===== src/rtl/divider_unit_pkg.sv =====
// divider_unit_pkg: shared operation encodings and helpers for the divider unit
package divider_unit_pkg;

    localparam int DIV_XLEN     = 32;
    localparam int DIV_OP_WIDTH = 3;

    // Encodings follow the RV32M funct3 values so the decoder can pass funct3 through
    typedef enum logic [DIV_OP_WIDTH-1:0] {
        DIV_OP_DIV  = 3'b100,
        DIV_OP_DIVU = 3'b101,
        DIV_OP_REM  = 3'b110,
        DIV_OP_REMU = 3'b111
    } div_op_e;

    function automatic logic [DIV_XLEN-1:0] neg_if(input logic [DIV_XLEN-1:0] v, input logic n);
        return n ? -v : v;
    endfunction

endpackage


===== src/rtl/divider_unit_div_iter_step.sv =====
// divider_unit_div_iter_step: one restoring-division iteration (shift, compare, subtract)
module divider_unit_div_iter_step #(
    parameter int XLEN = 32
) (
    input  logic [XLEN-1:0] rem_i,
    input  logic [XLEN-1:0] dvd_i,
    input  logic [XLEN-1:0] dsr_i,
    output logic [XLEN-1:0] rem_o,
    output logic [XLEN-1:0] dvd_o
);

    logic [XLEN-1:0] shifted;
    logic            ge;

    // Partial remainder never reaches the MSB before the final shift, so XLEN bits suffice
    always_comb begin
        shifted = {rem_i[XLEN-2:0], dvd_i[XLEN-1]};
        ge      = shifted >= dsr_i;
        rem_o   = ge ? shifted - dsr_i : shifted;
        dvd_o   = {dvd_i[XLEN-2:0], ge};
    end

endmodule


===== src/rtl/divider_unit.sv =====
// divider_unit: multicycle radix-2 restoring divider for RV32M DIV/DIVU/REM/REMU
module divider_unit
    import divider_unit_pkg::*;
#(
    parameter int XLEN = DIV_XLEN
) (
    input  logic                    clk,
    input  logic                    rst,
    input  logic                    div_valid,
    input  logic [DIV_OP_WIDTH-1:0] DIVop,
    input  logic [XLEN-1:0]         dividend,
    input  logic [XLEN-1:0]         divisor,
    output logic                    div_ready,
    output logic                    div_busy,
    output logic [XLEN-1:0]         div_result
);

    localparam int CNT_W = $clog2(XLEN) + 1;

    typedef enum logic [1:0] {IDLE = 2'd0, CALC = 2'd1, DONE = 2'd2} state_e;

    state_e           state_q;
    logic [XLEN-1:0]  dvd_q, dsr_q, rem_q;
    logic [CNT_W-1:0] cnt_q;
    logic             neg_quo_q, neg_rem_q, rem_sel_q;

    logic             accept, is_signed, is_rem, a_neg, b_neg, div_zero, ovf;
    logic [XLEN-1:0]  a_mag, b_mag, special_res, rem_d, dvd_d, fix_quo, fix_rem;

    divider_unit_div_iter_step #(.XLEN(XLEN)) u_step (
        .rem_i (rem_q),
        .dvd_i (dvd_q),
        .dsr_i (dsr_q),
        .rem_o (rem_d),
        .dvd_o (dvd_d)
    );

    // Decode the request; any op other than DIV/REM/REMU behaves as DIVU
    always_comb begin
        accept      = (state_q == IDLE) && div_valid;
        is_signed   = (DIVop == DIV_OP_DIV) || (DIVop == DIV_OP_REM);
        is_rem      = (DIVop == DIV_OP_REM) || (DIVop == DIV_OP_REMU);
        a_neg       = is_signed && dividend[XLEN-1];
        b_neg       = is_signed && divisor[XLEN-1];
        a_mag       = neg_if(dividend, a_neg);
        b_mag       = neg_if(divisor, b_neg);
        div_zero    = divisor == '0;
        ovf         = is_signed && (dividend == {1'b1, {(XLEN-1){1'b0}}}) && (divisor == '1);
        special_res = div_zero ? (is_rem ? dividend : '1) : (is_rem ? '0 : {1'b1, {(XLEN-1){1'b0}}});
        fix_quo     = neg_if(dvd_d, neg_quo_q);
        fix_rem     = neg_if(rem_d, neg_rem_q);
    end

    assign div_busy = (state_q != IDLE) || accept;

    // Control FSM: latch operands on accept, iterate XLEN times, then pulse div_ready
    always_ff @(posedge clk or posedge rst) begin
        if (rst) begin
            state_q    <= IDLE;
            dvd_q      <= '0;
            dsr_q      <= '0;
            rem_q      <= '0;
            cnt_q      <= '0;
            neg_quo_q  <= 1'b0;
            neg_rem_q  <= 1'b0;
            rem_sel_q  <= 1'b0;
            div_ready  <= 1'b0;
            div_result <= '0;
        end else begin
            div_ready <= 1'b0;
            case (state_q)
                IDLE: begin
                    if (div_valid) begin
                        dvd_q     <= a_mag;
                        dsr_q     <= b_mag;
                        rem_q     <= '0;
                        cnt_q     <= CNT_W'(XLEN);
                        neg_quo_q <= a_neg ^ b_neg;
                        neg_rem_q <= a_neg;
                        rem_sel_q <= is_rem;
                        if (div_zero || ovf) begin
                            div_result <= special_res;
                            div_ready  <= 1'b1;
                            state_q    <= DONE;
                        end else begin
                            state_q <= CALC;
                        end
                    end
                end
                CALC: begin
                    rem_q <= rem_d;
                    dvd_q <= dvd_d;
                    cnt_q <= cnt_q - 1'b1;
                    if (cnt_q == CNT_W'(1)) begin
                        div_result <= rem_sel_q ? fix_rem : fix_quo;
                        div_ready  <= 1'b1;
                        state_q    <= DONE;
                    end
                end
                default: state_q <= IDLE;
            endcase
        end
    end

endmodule


===== config.mk =====
export PLATFORM = sky130hd
export DESIGN_NAME = divider_unit
export DESIGN_NICKNAME = d
export VERILOG_FILES = /design/src/rtl/divider_unit_pkg.sv /design/src/rtl/divider_unit_div_iter_step.sv /design/src/rtl/divider_unit.sv
export SDC_FILE = /design/constraint.sdc
export NUM_CORES = 1
export LEC_CHECK = 0
export BUFFER_PORTS_ARGS = -buffer_cell sky130_fd_sc_hd__buf_2
export CAP_MARGIN = 10
export CORE_MARGIN = 3
export CORE_UTILIZATION = 45
export CTS_CLUSTER_DIAMETER = 80
export DETAILED_ROUTE_END_ITERATION = 8
export HOLD_SLACK_MARGIN = 0.1
export PLACE_DENSITY = 0.72
export SLEW_MARGIN = 10
export SYNTH_ARGS = -nofsm -noshare
export SYNTH_HDL_FRONTEND = slang
export SYNTH_SLANG_ARGS = --single-unit

===== constraint.sdc =====
create_clock -name clk -period 5.5 [get_ports clk]
set_input_delay 1.1 -clock clk [delete_from_list [all_inputs] [get_ports clk]]
set_output_delay 1.1 -clock clk [all_outputs]
set_load 0.02 [all_outputs]

==> Implementation_results.wiki, run 1 <==
{| class="wikitable"
! Metric !! Value
|-
| Result of the run || complete, no violations
|-
| Core Rows || 58
|-
| Post-CTS repair timing setup buffer count || 0
|-
| Worst Path Required || 5.82 ns
|-
| Worst hold path type || flip-flop to flip-flop
|-
| Final Hold Viols || 0
|-
| Io pins || 104
|-
| Post-synthesis sequential area ratio || 0.293
|-
| List of cells traversed by the critical path || ha_1 > nor2_1 > a21o_1 > a21oi_1 > o311ai_4 > nand3_4 > o21ai_0 > ha_1 > or3b_1 > nor4_2 > a31oi_1 > a21o_1 > nor4_4 > a41oi_1 > xnor2_1 > a41o_1
|-
| Clock Skews || 0.0128 ns
|-
| Detailed-route DRC error count || 0
|-
| Number of failing setup endpoints in the final timing report || 0
|-
| DP Cell Count || 1868
|-
| Number of standard cells in the final layout excluding fillers || 1900
|-
| Post-route cell area || 0.0132 mm2
|-
| Post-synthesis cell count || 1507
|-
| Most common cell after layout, fill and taps aside || sky130_fd_sc_hd__o21ai_0
|-
| Initial Util || 0.465
|-
| Mean cell area of the mapped netlist || 7.88 um2
|-
| Number of violations reported at the end of detailed-routing iteration 0 || 1198
|-
| R2R cell count || 16
|-
| Quantity of I/O buffers inserted on ports || 103
|-
| Capturing element type of the critical path || flip-flop
|-
| Total number of cells along the worst setup path || 16
|-
| TritonCTS clock tree || done
|-
| Count of state elements after synthesis || 139
|-
| Arrival time worst endpoint || 5.14 ns
|-
| Normalized max-slew margin || 0.319
|-
| Worst Setup Start Kind || flip-flop
|-
| CTS root buf || sky130_fd_sc_hd__clkbuf_16
|-
| Total Negative Setup Slacks || 0 ns
|-
| Setup repair after global routing missed its margin || false
|-
| Share of synthesized flip-flops with an asynchronous set or reset || 1.00
|-
| Synthesized netlist net count || 1617
|-
| Area Overhead vs Synth || 10.8%
|-
| Primary FF master, synth || sky130_fd_sc_hd__dfrtp_1
|-
| Most used cells in the layout excluding fill and tap cells || sky130_fd_sc_hd__o21ai_0 (173), sky130_fd_sc_hd__dfrtp_1 (139), sky130_fd_sc_hd__nand2_1 (135), sky130_fd_sc_hd__nor2_1 (133), sky130_fd_sc_hd__buf_2 (103)
|-
| Maximum fanout count along the critical path || 12
|-
| Critical Path Max Stage Delay || 0.49 ns
|-
| Final Net Count || 1667
|-
| Buffers & Inverters on Critical Path || 0
|-
| Post-route fraction of the period consumed by the critical path || 0.876
|-
| Syn Std Cell Area || 0.0119 mm2
|-
| Die width || 168 um
|-
| Initial DRT Pass Iterations || 5
|-
| Area share of the largest cell type after synthesis || 0.293
|-
| Core outline area || 0.0255 mm2
|-
| Yosys cell types || 103
|-
| Wire length of the first global-routing pass || 61.6 mm
|-
| Number of resized instances in the post-cts repair step || 0
|-
| Number of enable flip-flop cells after synthesis || 0
|-
| Via Count || 11900
|-
| Routed wire per std cell || 20.7 um
|-
| Filler Cells Inserted || 2515
|-
| Clk sinks || 139
|-
| Antenna Violating Nets Remaining || 0
|-
| Fmax || 208 MHz
|-
| Gr usage total || 0.272
|-
| Depth of the worst hold-timing path || 2
|-
| Htree depth || 4
|-
| Clk_lat worst skew || 0.44 ns
|-
| Leading post-synthesis cells by cell area || sky130_fd_sc_hd__dfrtp_1 (29%), sky130_fd_sc_hd__o21ai_0 (7.3%), sky130_fd_sc_hd__xnor2_1 (5.2%), sky130_fd_sc_hd__xor2_1 (4.6%), sky130_fd_sc_hd__nand2_1 (4.3%)
|-
| Cell type contributing the most total cell area after synthesis || sky130_fd_sc_hd__dfrtp_1
|-
| Max_cap viols || 0
|-
| Number of antenna violations at the first check in global routing || 0
|-
| Via density || 6.28
|-
| Total half-perimeter wirelength after legalization and detailed placement || 29.6 mm
|-
| Area taken by flip-flops and latches || 0.00348 mm2
|-
| Final number of max-transition violations || 0
|-
| Die Outline Area || 0.0284 mm2
|-
| Total CTS buffers || 17
|-
| Die boundary height || 168 um
|-
| Critical path's top delay family || compound AO/OA/AOI/OAI gates
|-
| Slew of the pin with the lowest slew margin || 1.02 ns
|-
| Routability congestion estimate from global placement || 0.932
|-
| Ratio of cells with drive above 1 in the final layout || 0.130
|-
| Post-place instance area || 0.0126 mm2
|-
| Leftover overflow at the end of global routing || 0
|-
| Count of hold buffers inserted by post-cts repair || 0
|-
| Minimum clock period || 4.82 ns
|-
| Combined area of the multi-input logic cells || 0.00780 mm2
|-
| Clock slew at reported path FFs || 0.07 ns
|-
| Maximum number of pins on one net before global-route repair || 103
|-
| Routed wire length || 39.3 mm
|-
| Critical path start-end classification || flip-flop to flip-flop
|-
| Slowest cell on the critical path || sky130_fd_sc_hd__dfrtp_1
|-
| Number of global-route vias before repair || 11100
|-
| Max Root-Sink Buffers || 2
|-
| Antenna diodes || 0
|-
| Number of warnings reported in the yosys synthesis log || 0
|}
==> cell families (layout without fill, tap and decap cells) <==
kind of cell / count (synthesis) / count (layout) / synth area share
XOR/XNOR: 132 / 132 / 0.0973
adder cells (fa/ha/maj): 40 / 40 / 0.0428
AND/OR/NAND/NOR: 509 / 509 / 0.212
AO/OA/AOI/OAI: 504 / 504 / 0.277
buffers and inverters: 155 / 218 / 0.0531
flip-flops: 139 / 139 / 0.293
multiplexers: 28 / 28 / 0.0249
==> path summary, 6_finish.rpt <==
path                                       start  slack (ns)                    endpoint
max in group asynchronous                    rst        3.47  div_result[29]$_DFFE_PP0P_
min                        dsr_q[19]$_DFFE_PP0P_        0.48       dsr_q[19]$_DFFE_PP0P_
min reg2reg                dsr_q[19]$_DFFE_PP0P_        0.48       dsr_q[19]$_DFFE_PP0P_
min in group asynchronous                    rst        0.90        dsr_q[8]$_DFFE_PP0P_
max reg2reg                 rem_q[2]$_DFFE_PP0P_        0.68  div_result[30]$_DFFE_PP0P_
max                         rem_q[2]$_DFFE_PP0P_        0.68  div_result[30]$_DFFE_PP0P_
==> state kept, by name (all words and copies together), names as in the netlist <==
| signal | count |
|---|---|
| state_q | 2 |
| neg_quo_q | 1 |
| div_result | 32 |
| neg_rem_q | 1 |
| div_ready | 1 |
| cnt_q | 6 |
| dsr_q | 32 |
| dvd_q | 32 |
| rem_sel_q | 1 |
| rem_q | 31 |
==> per-layer routing <==
metal	share of wire	GRT usage	up-vias
li1	-	-	5586
met1	0.44	0.382	5713
met2	0.45	0.425	543
met3	0.081	0.0497	96
met4	0.034	0.0928	0
met5	0	0	-
==> worst min-delay path: stages (launching register included) <==
cell and delay (ns):
sky130_fd_sc_hd__dfrtp_1 0.34, sky130_fd_sc_hd__nand2_1 0.05, sky130_fd_sc_hd__o21ai_0 0.06
==> cell type report <==
| cell class | instances | share of cell area |
|---|---|---|
| sequential | 139 | 0.264 |
| clock inverter | 13 | 0.0115 |
| clock buffer | 19 | 0.0336 |
| tap | 330 | 0.0314 |
| multi-input combinational | 1213 | 0.592 |
| inverter | 69 | 0.0200 |
| timing repair buffer | 117 | 0.0471 |
==> metrics by stage <==
stage	util	worst slack, ns	hold slack, ns
2_1_floorplan	-	0.588	0.446
3_3_place_gp	0.492	0.918	0.459
3_5_place_dp	0.492	0.795	0.469
4_1_cts	0.515	0.773	0.483
5_1_grt	0.515	0.326	0.504
6_report	0.515	0.683	0.479
==> Yosys cell counts, types with 15 or more instances <==
cell type and n:
sky130_fd_sc_hd__o21ai_0 173, sky130_fd_sc_hd__dfrtp_1 139, sky130_fd_sc_hd__nand2_1 137, sky130_fd_sc_hd__nor2_1 135, sky130_fd_sc_hd__a21oi_1 100, sky130_fd_sc_hd__xnor2_1 70, sky130_fd_sc_hd__inv_1 67, sky130_fd_sc_hd__xor2_1 62
sky130_fd_sc_hd__clkbuf_1 58, sky130_fd_sc_hd__nand3_1 55, sky130_fd_sc_hd__ha_1 39, sky130_fd_sc_hd__nor3_1 38, sky130_fd_sc_hd__a22oi_1 32, sky130_fd_sc_hd__o31ai_1 28, sky130_fd_sc_hd__nand4_1 26, sky130_fd_sc_hd__mux2i_1 22
sky130_fd_sc_hd__or3_1 19, sky130_fd_sc_hd__buf_2 17, sky130_fd_sc_hd__nor4_1 15
Power of run 1 is left out: the tool's default activity adds up to more than one toggle a clock period on the data nets, which glitch-free logic cannot reach.
==> run 2: changes to the inputs <==
--- a/config.mk
+++ b/config.mk
@@ -13,7 +13,6 @@
 export DETAILED_ROUTE_END_ITERATION = 8
 export HOLD_SLACK_MARGIN = 0.1
 export PLACE_DENSITY = 0.72
-export SLEW_MARGIN = 10
 export SYNTH_ARGS = -nofsm -noshare
 export SYNTH_HDL_FRONTEND = slang
 export SYNTH_SLANG_ARGS = --single-unit
==> constraint.sdc (replaced) <==
create_clock -name clk -period 5.8 [get_ports clk]
set_input_delay 1.16 -clock clk [delete_from_list [all_inputs] [get_ports clk]]
set_output_delay 1.16 -clock clk [all_outputs]
set_load 0.05 [all_outputs]
==> Implementation_results.wiki, run 2 (same netlist as run 1, synthesis figures left out) <==
{| class="wikitable"
! Metric !! Value
|-
| Number of resized instances in the post-cts repair step || 0 (unchanged)
|-
| Total CTS buffers || 17 (unchanged)
|-
| Die Outline Area || 0.0284 mm2 (unchanged)
|-
| Initial DRT Pass Iterations || 6 (+1)
|-
| Final number of max-transition violations || 0 (unchanged)
|-
| Setup repair after global routing missed its margin || false
|-
| Minimum clock period || 4.87 ns (+0.0574 ns)
|-
| Routability congestion estimate from global placement || 0.979 (+5.1%)
|-
| Post-CTS repair timing setup buffer count || 0 (unchanged)
|-
| Post-place instance area || 0.0126 mm2 (about the same)
|-
| Critical path's top delay family || compound AO/OA/AOI/OAI gates
|-
| Die width || 168 um (unchanged)
|-
| Final Net Count || 1666 (-0.060%)
|-
| Max Root-Sink Buffers || 2 (unchanged)
|-
| Critical Path Max Stage Delay || 0.48 ns (about the same)
|-
| Fmax || 205 MHz (-1.2%)
|-
| Number of violations reported at the end of detailed-routing iteration 0 || 1280 (+6.8%)
|-
| Leftover overflow at the end of global routing || 0 (unchanged)
|-
| Buffers & Inverters on Critical Path || 1 (+1)
|-
| Via density || 6.26 (-0.43%)
|-
| Clk sinks || 139 (unchanged)
|-
| Detailed-route DRC error count || 0 (unchanged)
|-
| Die boundary height || 168 um (unchanged)
|-
| Via Count || 11900 (-0.48%)
|-
| Worst Path Required || 6.13 ns (+0.31 ns)
|-
| Io pins || 104 (unchanged)
|-
| Worst hold path type || flip-flop to flip-flop
|-
| Wire length of the first global-routing pass || 61.4 mm (-0.32%)
|-
| Critical path start-end classification || flip-flop to flip-flop
|-
| List of cells traversed by the critical path || inv_1 > ha_1 > fa_1 > nand2b_1 > a21o_1 > a21oi_1 > o311ai_4 > nand3_4 > nand2_1 > o21ai_0 > ha_1 > nor4b_1 > a31oi_1 > a21o_1 > nor4_4 > a41oi_1 > xnor2_1 > a41o_1
|-
| Core Rows || 58 (unchanged)
|-
| Number of antenna violations at the first check in global routing || 0 (unchanged)
|-
| Count of hold buffers inserted by post-cts repair || 0 (unchanged)
|-
| Clock slew at reported path FFs || 0.07 ns (about the same)
|-
| Initial Util || 0.465 (unchanged)
|-
| Most common cell after layout, fill and taps aside || sky130_fd_sc_hd__o21ai_0
|-
| Slowest cell on the critical path || sky130_fd_sc_hd__nor4b_1
|-
| Number of global-route vias before repair || 11100 (-0.22%)
|-
| Quantity of I/O buffers inserted on ports || 103 (unchanged)
|-
| Hold Slack || 0.481 ns (+0.00236 ns)
|-
| Arrival time worst endpoint || 5.20 ns (+0.06 ns)
|-
| Total Negative Setup Slacks || 0 ns (unchanged)
|-
| Htree depth || 4 (unchanged)
|-
| Normalized max-slew margin || 0.238 (-0.0807)
|-
| Most used cells in the layout excluding fill and tap cells || sky130_fd_sc_hd__o21ai_0 (173), sky130_fd_sc_hd__dfrtp_1 (139), sky130_fd_sc_hd__nand2_1 (135), sky130_fd_sc_hd__nor2_1 (133), sky130_fd_sc_hd__buf_2 (103)
|-
| Final Hold Viols || 0 (unchanged)
|-
| Capturing element type of the critical path || flip-flop
|-
| Post-route fraction of the period consumed by the critical path || 0.840 (-0.0354)
|-
| Clk_lat worst skew || 0.44 ns (about the same)
|-
| Number of failing setup endpoints in the final timing report || 0 (unchanged)
|-
| Filler Cells Inserted || 2472 (-1.7%)
|-
| TritonCTS clock tree || done
|-
| Routed wire per std cell || 20.2 um (-2.3%)
|-
| Maximum number of pins on one net before global-route repair || 102 (-0.97%)
|-
| Worst Setup Start Kind || flip-flop
|-
| Result of the run || complete, no violations
|-
| Antenna diodes || 0 (unchanged)
|-
| Area Overhead vs Synth || 10.5%
|-
| Max_cap viols || 0 (unchanged)
|-
| Post-route cell area || 0.0131 mm2 (-0.28%)
|-
| CTS root buf || sky130_fd_sc_hd__clkbuf_16
|-
| Total half-perimeter wirelength after legalization and detailed placement || 28.7 mm (-2.8%)
|-
| Slew of the pin with the lowest slew margin || 1.13 ns (+0.114 ns)
|-
| Antenna Violating Nets Remaining || 0 (unchanged)
|-
| Routed wire length || 38.3 mm (-2.4%)
|-
| Maximum fanout count along the critical path || 12 (unchanged)
|-
| Clock Skews || 0.0130 ns (+0.000177 ns)
|-
| Ratio of cells with drive above 1 in the final layout || 0.130 (about the same)
|-
| Core outline area || 0.0255 mm2 (unchanged)
|-
| Gr usage total || 0.268 (-0.00444)
|-
| Leading registers by flop count || div_result: 32 flops, dsr_q: 32 flops, dvd_q: 32 flops
|}
run 2: changes by cell type in the layout (fill, tap and decap cells not counted):
cell,before,now
sky130_fd_sc_hd__buf_4,14,13
sky130_fd_sc_hd__bufinv_16,2,0
sky130_fd_sc_hd__clkbuf_1,1,0
sky130_fd_sc_hd__clkinv_2,2,0
sky130_fd_sc_hd__clkinv_4,2,1
sky130_fd_sc_hd__clkinvlp_4,0,5
sky130_fd_sc_hd__inv_6,7,5
sky130_fd_sc_hd__inv_8,1,4
run 2: final timing paths:
path / endpoint / slack, ns / start / depth (start not counted)
worst max-delay path: div_result[30]$_DFFE_PP0P_ / 0.93 / dvd_q[31]$_DFFE_PP0P_ / 18
worst min-delay path: dsr_q[22]$_DFFE_PP0P_ / 0.48 / dsr_q[22]$_DFFE_PP0P_ / 2
worst max register to register: div_result[30]$_DFFE_PP0P_ / 0.93 / dvd_q[31]$_DFFE_PP0P_ / 18
worst min register to register: dsr_q[22]$_DFFE_PP0P_ / 0.48 / dsr_q[22]$_DFFE_PP0P_ / 2
max in group asynchronous: rem_sel_q$_DFFE_PP0P_ / 3.76 / rst / 3
min in group asynchronous: dsr_q[7]$_DFFE_PP0P_ / 0.91 / rst / 2
run 2: cell type report:
| type | count | area, um2 | area share |
|---|---|---|---|
| clock inverters | 14 | 126 | 0.00962 |
| flip-flops and latches | 139 | 3480 | 0.265 |
| repair buffers | 116 | 613 | 0.0467 |
| clock buffers | 18 | 439 | 0.0334 |
| inverters | 69 | 264 | 0.0201 |
| multi-input cells | 1213 | 7800 | 0.594 |
| well taps | 330 | 413 | 0.0314 |
run 2: metrics by stage:
step / std cells / utilization / setup WS (ns)
5_1_grt: 1899 / 0.514 / 0.604
2_1_floorplan: 1507 / - / 0.888
6_report: 1899 / 0.514 / 0.926
4_1_cts: 1899 / 0.514 / 0.998
3_5_place_dp: 1867 / 0.492 / 0.977
3_3_place_gp: 1867 / 0.492 / 1.10
run 2: worst register-to-register path: stages (launching register included):
cell	delay, ns
sky130_fd_sc_hd__dfrtp_1	0.40
sky130_fd_sc_hd__inv_1	0.06
sky130_fd_sc_hd__ha_1	0.23
sky130_fd_sc_hd__fa_1	0.41
sky130_fd_sc_hd__nand2b_1	0.22
sky130_fd_sc_hd__a21o_1	0.20
sky130_fd_sc_hd__a21oi_1	0.38
sky130_fd_sc_hd__o311ai_4	0.20
sky130_fd_sc_hd__nand3_4	0.20
sky130_fd_sc_hd__nand2_1	0.07
sky130_fd_sc_hd__o21ai_0	0.13
sky130_fd_sc_hd__ha_1	0.31
sky130_fd_sc_hd__nor4b_1	0.48
sky130_fd_sc_hd__a31oi_1	0.20
sky130_fd_sc_hd__a21o_1	0.25
sky130_fd_sc_hd__nor4_4	0.40
sky130_fd_sc_hd__a41oi_1	0.21
sky130_fd_sc_hd__xnor2_1	0.17
sky130_fd_sc_hd__a41o_1	0.25
run 2: layer usage:
metal / share of wire / vias up / track usage
met2: 0.45 / 556 / 0.416
met5: 0 / - / 0
met4: 0.026 / 0 / 0.0797
li1: - / 5597 / -
met1: 0.44 / 5665 / 0.383
met3: 0.086 / 63 / 0.0486
Power of run 2 is left out for the same reason.
==> run 3: changes to the inputs <==
--- a/config.mk
+++ b/config.mk
@@ -5,6 +5,7 @@
 export SDC_FILE = /design/constraint.sdc
 export NUM_CORES = 1
 export LEC_CHECK = 0
+export ABC_AREA = 1
 export BUFFER_PORTS_ARGS = -buffer_cell sky130_fd_sc_hd__buf_2
 export CAP_MARGIN = 10
 export CORE_MARGIN = 3
@@ -12,7 +13,7 @@
 export CTS_CLUSTER_DIAMETER = 80
 export DETAILED_ROUTE_END_ITERATION = 8
 export HOLD_SLACK_MARGIN = 0.1
-export PLACE_DENSITY = 0.72
+export PLACE_DENSITY = 0.74
 export SYNTH_ARGS = -nofsm -noshare
 export SYNTH_HDL_FRONTEND = slang
 export SYNTH_SLANG_ARGS = --single-unit
==> constraint.sdc (replaced) <==
create_clock -name clk -period 4.3 [get_ports clk]
set_input_delay 0.86 -clock clk [delete_from_list [all_inputs] [get_ports clk]]
set_output_delay 0.86 -clock clk [all_outputs]
set_load 0.05 [all_outputs]
==> Implementation_results.wiki, run 3 <==
{| class="wikitable"
! Metric !! Value
|-
| Filler Cells Inserted || 2689 (+8.8%)
|-
| Gr usage total || 0.299 (+0.0315)
|-
| Max_cap viols || 0 (unchanged)
|-
| Ratio of cells with drive above 1 in the final layout || 0.112 (-0.0181)
|-
| Total half-perimeter wirelength after legalization and detailed placement || 34.4 mm (+20%)
|-
| Core Rows || 59 (+1.7%)
|-
| Primary FF master, synth || sky130_fd_sc_hd__dfrtp_1
|-
| Share of the synthesized netlist area taken by xor and xnor gates || 0.0427 (-0.0546)
|-
| Antenna diodes || 0 (unchanged)
|-
| Combined area of the multi-input logic cells || 0.00756 mm2 (-3.1%)
|-
| Detailed-route DRC error count || 0 (unchanged)
|-
| Normalized max-slew margin || 0.387 (+0.149)
|-
| Leading registers by flop count || div_result: 32 flops, dsr_q: 32 flops, dvd_q: 32 flops
|-
| Syn Std Cell Area || 0.0123 mm2 (+3.6%)
|-
| Worst Path Required || 4.66 ns (-1.47 ns)
|-
| Area share of the largest cell type after synthesis || 0.283 (-0.0102)
|-
| Quantity of I/O buffers inserted on ports || 103 (unchanged)
|-
| Via density || 5.63 (-10%)
|-
| Area taken by flip-flops and latches || 0.00348 mm2 (unchanged)
|-
| Initial Util || 0.464 (-0.000604)
|-
| Maximum fanout count along the critical path || 44 (+32)
|-
| Number of antenna violations at the first check in global routing || 0 (unchanged)
|-
| Synthesized netlist net count || 2086 (+29%)
|-
| Fraction of the mapped netlist area in compound gates || 0.159 (-0.118)
|-
| Arrival time worst endpoint || 4.36 ns (-0.84 ns)
|-
| Worst hold path type || flip-flop to flip-flop
|-
| Cell type contributing the most total cell area after synthesis || sky130_fd_sc_hd__dfrtp_1
|-
| Most common cell after layout, fill and taps aside || sky130_fd_sc_hd__nand2_1
|-
| Total CTS buffers || 17 (unchanged)
|-
| Number of enable flip-flop cells after synthesis || 0 (unchanged)
|-
| TritonCTS clock tree || done
|-
| Proportion of synthesized area in mux cells || 0.00163 (-0.0232)
|-
| Number of violations reported at the end of detailed-routing iteration 0 || 1484 (+16%)
|-
| Wire length of the first global-routing pass || 67.9 mm (+11%)
|-
| Worst Setup Start Kind || flip-flop
|-
| Number of warnings reported in the yosys synthesis log || 0 (unchanged)
|-
| Area Overhead vs Synth || 12.9%
|-
| Final Net Count || 2171 (+30%)
|-
| Routability congestion estimate from global placement || 1.02 (+4.1%)
|-
| Number of failing setup endpoints in the final timing report || 0 (unchanged)
|-
| Most used cells in the layout excluding fill and tap cells || sky130_fd_sc_hd__nand2_1 (518), sky130_fd_sc_hd__inv_1 (260), sky130_fd_sc_hd__nor2_1 (243), sky130_fd_sc_hd__o21ai_0 (148), sky130_fd_sc_hd__nand3_1 (144)
|-
| Minimum clock period || 4.00 ns (-0.869 ns)
|-
| Dominant cell by count in the synthesized netlist || sky130_fd_sc_hd__nand2_1
|-
| Leading post-synthesis cells by cell area || sky130_fd_sc_hd__dfrtp_1 (28%), sky130_fd_sc_hd__nand2_1 (16%), sky130_fd_sc_hd__inv_1 (8.0%), sky130_fd_sc_hd__nor2_1 (7.6%), sky130_fd_sc_hd__o21ai_0 (6.0%)
|-
| Number of global-route vias before repair || 12400 (+12%)
|-
| Die Outline Area || 0.0294 mm2 (+3.5%)
|-
| Maximum number of pins on one net before global-route repair || 101 (-0.98%)
|-
| Routed wire length || 44.2 mm (+15%)
|-
| R2R cell count || 24 (+6)
|-
| Total Negative Setup Slacks || 0 ns (unchanged)
|-
| Clk_lat worst skew || 0.44 ns (about the same)
|-
| Post-synthesis cell count || 1976 (+31%)
|-
| CTS root buf || sky130_fd_sc_hd__clkbuf_16
|-
| Final number of max-transition violations || 0 (unchanged)
|-
| Most frequent cells after synthesis || sky130_fd_sc_hd__nand2_1 (518), sky130_fd_sc_hd__inv_1 (262), sky130_fd_sc_hd__nor2_1 (248)
|-
| Count of state elements after synthesis || 139 (unchanged)
|-
| Share of synthesized flip-flops with an asynchronous set or reset || 1.00 (unchanged)
|-
| Htree depth || 4 (unchanged)
|-
| Result of the run || complete, no violations
|-
| Fmax || 250 MHz (+22%)
|-
| Slew of the pin with the lowest slew margin || 0.919 ns (-0.214 ns)
|-
| Capturing element type of the critical path || flip-flop
|-
| Critical path start-end classification || flip-flop to flip-flop
|-
| Clock slew at reported path FFs || 0.07 ns (about the same)
|-
| Die boundary height || 171 um (+1.7%)
|-
| Clock Skews || 0.0106 ns (-0.00243 ns)
|-
| Count of hold buffers inserted by post-cts repair || 0 (unchanged)
|-
| Die width || 171 um (+1.7%)
|-
| Via Count || 13600 (+14%)
|-
| Io pins || 104 (unchanged)
|-
| Final Hold Viols || 0 (unchanged)
|-
| Leftover overflow at the end of global routing || 0 (unchanged)
|-
| Antenna Violating Nets Remaining || 0 (unchanged)
|-
| Setup repair after global routing missed its margin || false
|-
| Max Root-Sink Buffers || 2 (unchanged)
|-
| Routed wire per std cell || 18.3 um (-9.2%)
|-
| Post-route fraction of the period consumed by the critical path || 0.931 (+0.0910)
|-
| Yosys cell types || 52 (-50%)
|-
| Combinational family with the most area after synthesis || simple AND/OR/NAND/NOR gates
|-
| Mean cell area of the mapped netlist || 6.23 um2 (-21%)
|-
| Initial DRT Pass Iterations || 7 (+1)
|-
| Adder-cell area share of the yosys netlist || 0.0413 (-0.00149)
|-
| Post-synthesis sequential area ratio || 0.283 (-0.0102)
|-
| Share of synthesized cell area in and, or, nand and nor gates || 0.366 (+0.153)
|-
| Clk sinks || 139 (unchanged)
|-
| Depth of the worst hold-timing path || 2 (unchanged)
|-
| Core outline area || 0.0265 mm2 (+3.7%)
|}
-- run 3: cell types whose count changed after synthesis, sizes merged, moves of 25 or more --
| cell | delta |
|---|---|
| nand2 | +396 |
| nor2 | +127 |
| nand3 | +93 |
| o31ai | -25 |
| o21ai | -30 |
| xnor2 | -50 |
| inv | +201 |
-- run 3: metal layers --
metal,share of wire,GRT usage,wire (um),up-vias
met5,0,0,0,-
met4,0.027,0.0934,1200,0
met3,0.099,0.0793,4380,65
met2,0.44,0.455,19300,605
met1,0.44,0.418,19300,6303
li1,-,-,-,6584
-- run 3: final cells by class --
cell class,count,area share
clock buffers,19,0.0311
clock inverters,12,0.0152
inverters,272,0.0737
multi-input cells,1498,0.544
flip-flops and latches,139,0.250
well taps,335,0.0302
repair buffers,133,0.0560
-- run 3: cells by family (layout without fill, tap and decap cells) --
group           count (synthesis)  count (layout)
compound gates                347             347
xor+xnor                       60              60
fa+ha+maj                      40              40
buf+inv                       339             436
flops                         139             139
mux                             2               2
simple gates                 1049            1049
-- run 3: worst paths after layout --
| kind | from | slack [ns] | endpoint |
|---|---|---|---|
| max | dvd_q[31]$_DFFE_PP0P_ | 0.30 | div_result[22]$_DFFE_PP0P_ |
| min | div_result[27]$_DFFE_PP0P_ | 0.48 | div_result[27]$_DFFE_PP0P_ |
| max reg2reg | dvd_q[31]$_DFFE_PP0P_ | 0.30 | div_result[22]$_DFFE_PP0P_ |
| min reg2reg | div_result[27]$_DFFE_PP0P_ | 0.48 | div_result[27]$_DFFE_PP0P_ |
| max in group asynchronous | rst | 3.25 | div_result[8]$_DFFE_PP0P_ |
| min in group asynchronous | rst | 0.58 | dsr_q[16]$_DFFE_PP0P_ |
-- run 3: critical path, stage by stage, from the launching register on --
cell                       delay (ns)
sky130_fd_sc_hd__dfrtp_1         0.36
sky130_fd_sc_hd__inv_1           0.07
sky130_fd_sc_hd__ha_1            0.23
sky130_fd_sc_hd__fa_1            0.42
sky130_fd_sc_hd__inv_1           0.13
sky130_fd_sc_hd__nand2_1         0.06
sky130_fd_sc_hd__nand2_1         0.07
sky130_fd_sc_hd__nand3_1         0.09
sky130_fd_sc_hd__nand2_2         0.11
sky130_fd_sc_hd__nand2_1         0.11
sky130_fd_sc_hd__nand3_2         0.11
sky130_fd_sc_hd__nand2_4         0.08
sky130_fd_sc_hd__nand2_8         0.07
sky130_fd_sc_hd__buf_12          0.23
sky130_fd_sc_hd__nand2_1         0.09
sky130_fd_sc_hd__o21ai_2         0.15
sky130_fd_sc_hd__ha_1            0.31
sky130_fd_sc_hd__nand3_4         0.17
sky130_fd_sc_hd__nor2_2          0.17
sky130_fd_sc_hd__nand3_1         0.11
sky130_fd_sc_hd__nand2_2         0.17
sky130_fd_sc_hd__a21oi_1         0.09
sky130_fd_sc_hd__o21bai_1        0.27
sky130_fd_sc_hd__nand2_1         0.10
sky130_fd_sc_hd__a21oi_1         0.16
-- run 3: metrics by stage --
stage / cell area (um2) / instances / setup slack, ns / hold WS, ns / utilization
6_report: 13900 / 2408 / 0.295 / 0.483 / 0.525
3_5_place_dp: 13200 / 2376 / 0.0503 / 0.464 / 0.498
5_1_grt: 13900 / 2408 / 0.00620 / 0.514 / 0.525
3_3_place_gp: 13200 / 2376 / 0.173 / 0.460 / 0.498
4_1_cts: 13900 / 2407 / 0.0487 / 0.488 / 0.523
2_1_floorplan: 12300 / 1976 / 0.657 / 0.453 / -
-- run 3: what timing repair did --
item,4_1_cts,5_1_grt
buffers inserted,0,1
endpoints found under the setup margin,0,19
endpoints found under the hold margin,0,0
gates resized for setup,0,11
Power of run 3 is left out for the same reason.
